==> src/rtl/riscv_pipe_pkg.sv <==
// riscv_pipe_pkg: shared pipeline-register defaults and the EX/MEM payload layout.
// The payload field order {regwrite, resultsrc, memwrite, aluresult, writedata, rd, pcplus4}
// is shared with the ID/EX and MEM/WB successors so they pack in the same way.
package riscv_pipe_pkg;
  localparam int DEF_XLEN = 32;
  localparam int DEF_REGW = 5;
  localparam int DEF_RSW  = 2;
  typedef struct packed {
    logic                regwrite;
    logic [DEF_RSW-1:0]  resultsrc;
    logic                memwrite;
    logic [DEF_XLEN-1:0] aluresult;
    logic [DEF_XLEN-1:0] writedata;
    logic [DEF_REGW-1:0] rd;
    logic [DEF_XLEN-1:0] pcplus4;
  } em_payload_t;
  function automatic int em_width(int xlen, int regw, int rsw);
    return 3 * xlen + regw + rsw + 2;
  endfunction
endpackage

==> src/rtl/reg_em_elastic_if.sv <==
// reg_em_elastic_if: EX-side and MEM-side handshake channels of the EX/MEM register.
// slave  : the register's view (accepts from EX, presents to MEM).
// master : the surrounding pipeline's view (drives EX fields and ready_m).
interface reg_em_elastic_if import riscv_pipe_pkg::*; #(
  parameter int XLEN = DEF_XLEN,
  parameter int REGW = DEF_REGW,
  parameter int RSW  = DEF_RSW
);
  logic            valid_e, ready_e, regwrite_e, memwrite_e;
  logic [RSW-1:0]  resultsrc_e;
  logic [XLEN-1:0] aluresult, writedata_e, pcplus4_e;
  logic [REGW-1:0] rd_e;
  logic            valid_m, ready_m, regwrite_m, memwrite_m;
  logic [RSW-1:0]  resultsrc_m;
  logic [XLEN-1:0] aluresult_m, writedata_m, pcplus4_m;
  logic [REGW-1:0] rd_m;
  modport slave (
    input  valid_e, regwrite_e, resultsrc_e, memwrite_e, aluresult, writedata_e, rd_e, pcplus4_e, ready_m,
    output ready_e, valid_m, regwrite_m, resultsrc_m, memwrite_m, aluresult_m, writedata_m, rd_m, pcplus4_m
  );
  modport master (
    output valid_e, regwrite_e, resultsrc_e, memwrite_e, aluresult, writedata_e, rd_e, pcplus4_e, ready_m,
    input  ready_e, valid_m, regwrite_m, resultsrc_m, memwrite_m, aluresult_m, writedata_m, rd_m, pcplus4_m
  );
endinterface

==> src/rtl/pipe_skid_buf.sv <==
// pipe_skid_buf: generic 2-entry skid buffer (main + skid) with synchronous flush.
// Ports: clk, rst_n (async active-low), flush; in_valid/in_ready/in_data from upstream;
// out_valid/out_ready/out_data to downstream (out_data is the main entry).
module pipe_skid_buf #(
  parameter int W = 8
) (
  input  logic         clk,
  input  logic         rst_n,
  input  logic         flush,
  input  logic         in_valid,
  output logic         in_ready,
  input  logic [W-1:0] in_data,
  output logic         out_valid,
  input  logic         out_ready,
  output logic [W-1:0] out_data
);
  logic         skid_v, fire_in, fire_out, main_ld, skid_ld;
  logic [W-1:0] skid_d;
  // ready depends only on the registered skid bit, never on out_ready
  assign in_ready = !skid_v;
  assign fire_in  = in_valid & in_ready;
  assign fire_out = out_valid & out_ready;
  // main loads from skid when draining FULL, else from input when empty or being consumed
  assign main_ld  = !flush & (skid_v ? fire_out : fire_in & (!out_valid | fire_out));
  assign skid_ld  = !flush & out_valid & !skid_v & fire_in & !fire_out;
  always_ff @(posedge clk or negedge rst_n)
    if (!rst_n) begin
      out_valid <= 1'b0;
      skid_v    <= 1'b0;
    end else begin
      out_valid <= !flush & (skid_v | fire_in | (out_valid & !fire_out));
      skid_v    <= skid_ld | (!flush & skid_v & !fire_out);
    end
  always_ff @(posedge clk or negedge rst_n)
    if (!rst_n) begin
      out_data <= '0;
      skid_d   <= '0;
    end else begin
      if (main_ld) out_data <= skid_v ? skid_d : in_data;
      if (skid_ld) skid_d <= in_data;
    end
endmodule

==> src/rtl/reg_em_elastic.sv <==
// reg_em_elastic: elastic EX/MEM pipeline register with skid buffer, flush and stall counter.
// Ports: clk, rst_n (async active-low), flush (sync kill of held entries),
// bus (reg_em_elastic_if.slave: EX-side *_e fields + valid_e/ready_e, MEM-side *_m fields + valid_m/ready_m),
// stall_cnt (saturating count of cycles with valid_m=1 and ready_m=0).
module reg_em_elastic import riscv_pipe_pkg::*; #(
  parameter int XLEN = DEF_XLEN,
  parameter int REGW = DEF_REGW,
  parameter int RSW  = DEF_RSW,
  parameter int CNTW = 16
) (
  input  logic            clk,
  input  logic            rst_n,
  input  logic            flush,
  reg_em_elastic_if.slave bus,
  output logic [CNTW-1:0] stall_cnt
);
  localparam int PW = em_width(XLEN, REGW, RSW);
  logic [PW-1:0]   in_d, out_d;
  logic            regwrite_q, memwrite_q;
  logic [REGW-1:0] rd_q;
  assign in_d = {bus.regwrite_e, bus.resultsrc_e, bus.memwrite_e, bus.aluresult,
                 bus.writedata_e, bus.rd_e, bus.pcplus4_e};
  assign {regwrite_q, bus.resultsrc_m, memwrite_q, bus.aluresult_m,
          bus.writedata_m, rd_q, bus.pcplus4_m} = out_d;
  pipe_skid_buf #(.W(PW)) u_skid (
    .clk       (clk),
    .rst_n     (rst_n),
    .flush     (flush),
    .in_valid  (bus.valid_e),
    .in_ready  (bus.ready_e),
    .in_data   (in_d),
    .out_valid (bus.valid_m),
    .out_ready (bus.ready_m),
    .out_data  (out_d)
  );
  // side-effecting fields and rd are zeroed when invalid so hazard logic sees no writer
  assign bus.regwrite_m = bus.valid_m & regwrite_q;
  assign bus.memwrite_m = bus.valid_m & memwrite_q;
  assign bus.rd_m       = bus.valid_m ? rd_q : '0;
  always_ff @(posedge clk or negedge rst_n)
    if (!rst_n) stall_cnt <= '0;
    else if (bus.valid_m & !bus.ready_m & ~&stall_cnt) stall_cnt <= stall_cnt + 1'b1;
endmodule

==> src/flat_wrapper.sv <==
// flat-port wrapper written by rule: the top's interface ports become plain ports
module reg_em_elastic_flat import riscv_pipe_pkg::*;
#(
  parameter int XLEN = DEF_XLEN,
  parameter int REGW = DEF_REGW,
  parameter int RSW  = DEF_RSW,
  parameter int CNTW = 16
)
  (clk, rst_n, flush, stall_cnt, bus_valid_e, bus_regwrite_e, bus_resultsrc_e, bus_memwrite_e, bus_aluresult, bus_writedata_e, bus_rd_e, bus_pcplus4_e, bus_ready_m, bus_ready_e, bus_valid_m, bus_regwrite_m, bus_resultsrc_m, bus_memwrite_m, bus_aluresult_m, bus_writedata_m, bus_rd_m, bus_pcplus4_m);
  reg_em_elastic_if #(.XLEN(XLEN), .REGW(REGW), .RSW(RSW)) bus_i ();
  input  logic clk;
  input  logic rst_n;
  input  logic flush;
  output logic [CNTW-1:0] stall_cnt;
  input wire logic [$bits(bus_i.valid_e)-1:0] bus_valid_e;
  input wire logic [$bits(bus_i.regwrite_e)-1:0] bus_regwrite_e;
  input wire logic [$bits(bus_i.resultsrc_e)-1:0] bus_resultsrc_e;
  input wire logic [$bits(bus_i.memwrite_e)-1:0] bus_memwrite_e;
  input wire logic [$bits(bus_i.aluresult)-1:0] bus_aluresult;
  input wire logic [$bits(bus_i.writedata_e)-1:0] bus_writedata_e;
  input wire logic [$bits(bus_i.rd_e)-1:0] bus_rd_e;
  input wire logic [$bits(bus_i.pcplus4_e)-1:0] bus_pcplus4_e;
  input wire logic [$bits(bus_i.ready_m)-1:0] bus_ready_m;
  output wire logic [$bits(bus_i.ready_e)-1:0] bus_ready_e;
  output wire logic [$bits(bus_i.valid_m)-1:0] bus_valid_m;
  output wire logic [$bits(bus_i.regwrite_m)-1:0] bus_regwrite_m;
  output wire logic [$bits(bus_i.resultsrc_m)-1:0] bus_resultsrc_m;
  output wire logic [$bits(bus_i.memwrite_m)-1:0] bus_memwrite_m;
  output wire logic [$bits(bus_i.aluresult_m)-1:0] bus_aluresult_m;
  output wire logic [$bits(bus_i.writedata_m)-1:0] bus_writedata_m;
  output wire logic [$bits(bus_i.rd_m)-1:0] bus_rd_m;
  output wire logic [$bits(bus_i.pcplus4_m)-1:0] bus_pcplus4_m;
  assign bus_i.valid_e = bus_valid_e;
  assign bus_i.regwrite_e = bus_regwrite_e;
  assign bus_i.resultsrc_e = bus_resultsrc_e;
  assign bus_i.memwrite_e = bus_memwrite_e;
  assign bus_i.aluresult = bus_aluresult;
  assign bus_i.writedata_e = bus_writedata_e;
  assign bus_i.rd_e = bus_rd_e;
  assign bus_i.pcplus4_e = bus_pcplus4_e;
  assign bus_i.ready_m = bus_ready_m;
  assign bus_ready_e = bus_i.ready_e;
  assign bus_valid_m = bus_i.valid_m;
  assign bus_regwrite_m = bus_i.regwrite_m;
  assign bus_resultsrc_m = bus_i.resultsrc_m;
  assign bus_memwrite_m = bus_i.memwrite_m;
  assign bus_aluresult_m = bus_i.aluresult_m;
  assign bus_writedata_m = bus_i.writedata_m;
  assign bus_rd_m = bus_i.rd_m;
  assign bus_pcplus4_m = bus_i.pcplus4_m;
  reg_em_elastic #(.XLEN(XLEN), .REGW(REGW), .RSW(RSW), .CNTW(CNTW)) u_core (.clk(clk), .rst_n(rst_n), .flush(flush), .bus(bus_i), .stall_cnt(stall_cnt));
endmodule
==> config.mk <==
export PLATFORM = sky130hd
export DESIGN_NAME = reg_em_elastic_flat
export DESIGN_NICKNAME = d
export VERILOG_FILES = /design/src/rtl/riscv_pipe_pkg.sv /design/src/rtl/reg_em_elastic_if.sv /design/src/rtl/pipe_skid_buf.sv /design/src/rtl/reg_em_elastic.sv /design/src/flat_wrapper.sv
export SDC_FILE = /design/constraint.sdc
export NUM_CORES = 1
export LEC_CHECK = 0
export ABC_AREA = 1
export BUFFER_PORTS_ARGS = -buffer_cell sky130_fd_sc_hd__buf_2
export CAP_MARGIN = 20
export CORE_MARGIN = 4
export CORE_UTILIZATION = 57
export CTS_BUF_LIST = sky130_fd_sc_hd__clkbuf_8
export CTS_CLUSTER_SIZE = 16
export DETAILED_ROUTE_END_ITERATION = 8
export PLACE_DENSITY = 0.83
export SETUP_SLACK_MARGIN = 0.4
export SYNTH_ARGS = -nofsm -noshare
export SYNTH_HDL_FRONTEND = slang
export SYNTH_SLANG_ARGS = --single-unit
==> constraint.sdc <==
create_clock -name clk -period 1.8 [get_ports clk]
set_input_delay 0.09 -clock clk [delete_from_list [all_inputs] [get_ports clk]]
set_output_delay 0.09 -clock clk [all_outputs]
set_load 0.005 [all_outputs]
==> results_tabular.tex <==
\begin{tabular}{lr}
\hline
Metric & Value \\
\hline
\multicolumn{2}{l}{\textbf{Placed design}} \\
\quad Standard cell area after detailed placement & 11800 um\^{}2 \\
\quad Number of port buffers & 232 \\
\quad Weighted congestion at the end of routability-driven global placement & 0.835 \\
\quad Half-perimeter wire length after detailed placement & 16.7 mm \\
\quad Dpl ws & 0.145 ns \\
\multicolumn{2}{l}{\textbf{Worst setup path}} \\
\quad Critical Path End Type & flip-flop \\
\quad Largest fanout on the critical path & 22 \\
\quad Critical register-to-register path endpoint & u\_core.u\_skid.out\_data[9]\$\_DFFE\_PN0P\_ \\
\quad Critical path start-end classification & flip-flop to flip-flop \\
\quad RR Startpoint & u\_core.u\_skid.skid\_v\$\_DFF\_PN0\_ \\
\quad Depth of the worst register-to-register path & 7 \\
\quad Element type at the critical path start & flip-flop \\
\quad Minimum setup slack among reg-to-reg paths & 0.15 ns \\
\quad Worst Path Required & approximately 2.2 ns \\
\quad Crit path DAT & 2.04 ns \\
\multicolumn{2}{l}{\textbf{Logic synthesis}} \\
\quad Dominant cell by count in the synthesized netlist & sky130\_fd\_sc\_hd\_\_nand2\_1 \\
\quad Dominant synthesized flop cell & sky130\_fd\_sc\_hd\_\_dfrtp\_1 \\
\quad Warnings from Yosys & 0 \\
\quad Cell count after synthesis & 1399 \\
\quad Share of flip-flops with an asynchronous set or reset after synthesis & 100\% \\
\quad Mean cell area of the mapped netlist & 7.95 um\^{}2 \\
\quad Sequential fraction of the synthesis area & 51.3\% \\
\quad Netlist cell types & 26 \\
\quad Summed instance area of the synthesized netlist & 11100 um\^{}2 \\
\quad Yosys reg bits & 228 \\
\quad Cell type with the largest total area after synthesis & sky130\_fd\_sc\_hd\_\_dfrtp\_1 \\
\quad Most used standard cells in the synthesized netlist & 493 x sky130\_fd\_sc\_hd\_\_nand2\_1, 228 x sky130\_fd\_sc\_hd\_\_dfrtp\_1, 208 x sky130\_fd\_sc\_hd\_\_o21ai\_0 \\
\quad Top area cells in the synthesized netlist & sky130\_fd\_sc\_hd\_\_dfrtp\_1 51\%, sky130\_fd\_sc\_hd\_\_nand2\_1 17\%, sky130\_fd\_sc\_hd\_\_o21ai\_0 9.4\%, sky130\_fd\_sc\_hd\_\_buf\_4 6.7\%, sky130\_fd\_sc\_hd\_\_o21ai\_1 5.1\% \\
\quad Top cell type's share of synthesized area & 51.3\% \\
\quad Syn Nets & 1510 \\
\quad Number of enable flip-flop cells after synthesis & 0 \\
\multicolumn{2}{l}{\textbf{Floorplan}} \\
\quad Die Width & 148 um \\
\quad Die height & 148 um \\
\quad Total die area & 21800 um\^{}2 \\
\quad Standard cell core area & 19000 um\^{}2 \\
\quad Starting density of the core & 58.6\% \\
\quad \# IOs & 233 \\
\quad Std-Cell Rows & 50 \\
\multicolumn{2}{l}{\textbf{Power and ir drop}} \\
\quad Final total power & around 0.016 W \\
\quad Switching fraction of total power & 32.7\% \\
\quad Portion of total power attributed to combinational logic & about a quarter \\
\quad Ratio of total power to cell area & 975 nW/um\^{}2 \\
\quad Static Leakage & 8.25 nW \\
\quad Net switching power & around 0.0051 W \\
\quad Worst VDD drop & 728 uV \\
\quad Fraction of power consumed by the clock network & between 20\% and 30\% \\
\quad Internal Dissipation & 0.0105 W \\
\quad Sequential group share of total power & 45.6\% \\
\multicolumn{2}{l}{\textbf{CTS}} \\
\quad Maximum root-to-sink buffer count & 3 \\
\quad Root cell of the clock tree & sky130\_fd\_sc\_hd\_\_clkbuf\_8 \\
\quad Number of CTS-inserted buffers & 38 \\
\quad H-tree depth reported by CTS & 2 \\
\quad Clock sink count & approximately 230 \\
\quad Latest clock arrival within the worst-skew pair & roughly 0.53 ns \\
\quad CTS tree & yes \\
\quad Clock-pin slew reported for the worst setup and hold paths after clock tree synthesis & 0.06 ns \\
\multicolumn{2}{l}{\textbf{Finish}} \\
\quad Area growth from synthesis to layout & 43.6\% \\
\quad Number of nets in the final layout & 1803 \\
\quad Layout cell share with drive strength beyond 1 & 35.4\% \\
\quad Final instance area & roughly 16000 um\^{}2 \\
\multicolumn{2}{l}{\textbf{Timing}} \\
\quad Fraction of the cycle the final worst path needs & just over 90\% \\
\quad Final Max Tran Viols & 0 \\
\quad Rel. slew slack & 65.2\% \\
\quad Unrepaired setup endpoints after global routing & true \\
\quad Hold\_ws & approximately 0.11 ns \\
\quad Max Clk Rate & 606 MHz \\
\quad Worst-Margin Slew & 0.523 ns \\
\quad Setup TNS after final layout & 0 ns \\
\quad Time the worst path needs with I/O delays and setup & roughly 1.7 ns \\
\quad Number of endpoints failing setup at the final stage & 0 \\
\quad Skew final & 0.0291 ns \\
\quad Final critical-path setup slack & 0.150 ns \\
\quad Final number of hold-violating endpoints & 0 \\
\multicolumn{2}{l}{\textbf{Routing}} \\
\quad Routed via count divided by cell count & 5.92 \\
\quad Vias post-DR & 11715 \\
\quad Wirelength per Cell & 21.7 um \\
\quad Number of DRC violations after detailed routing & 0 \\
\quad Router iterations before antenna repair & 7 \\
\quad DRT Wirelength & 43.0 mm \\
\quad Number of nets still failing antenna checks after routing & 0 \\
\quad Violation count after the first detailed-route iteration & 1229 \\
\multicolumn{2}{l}{\textbf{GRT}} \\
\quad Sum of overflow across all layers after global routing & 0 \\
\quad Number of antenna violations at the first check in global routing & 1 \\
\quad Global-route wire length before repair & 54.7 mm \\
\quad Number of global-route vias before repair & 10629 \\
\quad Largest net degree at the start of global routing & 85 \\
\quad Total Routing Usage GR & $\sim$30\% \\
\multicolumn{2}{l}{\textbf{Job}} \\
\quad Max-capacitance violation count & 0 \\
\multicolumn{2}{l}{\textbf{Hold path}} \\
\quad Class of the tightest hold or removal check & primary input to asynchronous set/reset pin \\
\multicolumn{2}{l}{\textbf{Outcome}} \\
\quad Status & finished clean \\
\hline
\end{tabular}
-- per-stage QoR --
stage | instances | utilization [%]
after floorplan | 1399 | -
after global placement | 1735 | 62.0
after detailed placement | 1735 | 62.0
after CTS | 1947 | 75.7
after global routing | 1979 | 84.2
final | 1980 | 84.2
-- what timing repair did --
item / in CTS / in global routing
gates resized for setup: 65 / 339
setup buffers: 23 / 3
gates cloned: 14 / 28
pin swaps: 8 / 35
endpoints found under the hold margin: 421 / 0
setup endpoints to repair: 234 / 235
hold buffers: 109 / 0
-- per-layer routing --
layer	GRT usage, %	part of all wire, %	vias to the layer above
met5	0	0	-
met4	13.7	6.8	0
met3	7.20	12	303
met2	51.4	48	996
met1	38.8	34	5498
li1	-	-	4918
-- flip-flops by register name, summed over array words and instances, names as in the netlist --
| name | flops |
|---|---|
| u_core.stall_cnt | 16 |
| u_core.u_skid.out_valid | 1 |
| u_core.u_skid.skid_d | 105 |
| u_core.u_skid.out_data | 105 |
| u_core.u_skid.skid_v | 1 |
-- how the worst max path moves through the flow --
stage / from / end / slack [ns] / cells past startpoint
after CTS: u_core.u_skid.out_valid$_DFF_PN0_ / u_core.u_skid.out_data[97]$_DFFE_PN0P_ / 0.26 / 10
after detailed placement: u_core.u_skid.skid_v$_DFF_PN0_ / u_core.u_skid.out_data[35]$_DFFE_PN0P_ / 0.15 / 7
final: u_core.u_skid.skid_v$_DFF_PN0_ / u_core.u_skid.out_data[9]$_DFFE_PN0P_ / 0.15 / 7
after global placement: u_core.u_skid.out_valid$_DFF_PN0_ / u_core.u_skid.out_data[10]$_DFFE_PN0P_ / 0.22 / 7
after floorplan: u_core.u_skid.out_valid$_DFF_PN0_ / u_core.u_skid.out_data[101]$_DFFE_PN0P_ / 0.26 / 11
after global routing: u_core.u_skid.skid_v$_DFF_PN0_ / u_core.u_skid.out_data[95]$_DFFE_PN0P_ / 0.14 / 8
-- layout by cell type (no fill, tap or decap), drive strengths merged --
cell	instances
nand2	493
o21ai	322
buf	302
dfrtp	228
inv	143
dlygate4sd3	109
clkbuf	66
nor2	23
nand3	10
clkinv	5
xor2	4
xnor2	3
diode	2
nand4	2
nand3b	2
a31oi	1
o31ai	1
a21oi	1
ha	1
clkinvlp	1
bufinv	1
-- logic make-up after synthesis --
family | Yosys count | synth area share, %
simple gates | 530 | 18.4
compound gates | 325 | 14.7
buf+inv | 308 | 14.9
flops | 228 | 51.3
xor+xnor | 7 | 0.552
fa+ha+maj | 1 | 0.113
-- cell type report --
type                       count  area (um^2)
sequential                   228         5720
multi-input combinational    863         4660
inverter                     129          507
timing repair buffer         431         4000
fill                         878         2990
tap                          260          325
timing repair inverter         1         6.26
antenna                        2         5.00
clock inverter                20          110
clock buffer                  46          633
-- power groups by stage --
stage               Clock [W]  Sequential (W)  Combinational [W]
floorplan                   0         0.00674            0.00202
global placement            0         0.00687            0.00236
detailed placement          0         0.00690            0.00247
CTS                   0.00457         0.00683            0.00295
global route          0.00489         0.00717            0.00416
finish                0.00461         0.00710            0.00386
-- worst max-delay path: stages (launching register included) --
cell and delay, ns:
sky130_fd_sc_hd__dfrtp_4 0.50, sky130_fd_sc_hd__inv_6 0.07, sky130_fd_sc_hd__a21oi_4 0.16, sky130_fd_sc_hd__o21ai_4 0.11, sky130_fd_sc_hd__buf_8 0.17, sky130_fd_sc_hd__buf_12 0.17, sky130_fd_sc_hd__o21ai_1 0.23, sky130_fd_sc_hd__nand2_1 0.09
No activity file was read; power rests on OpenSTA's default activity.
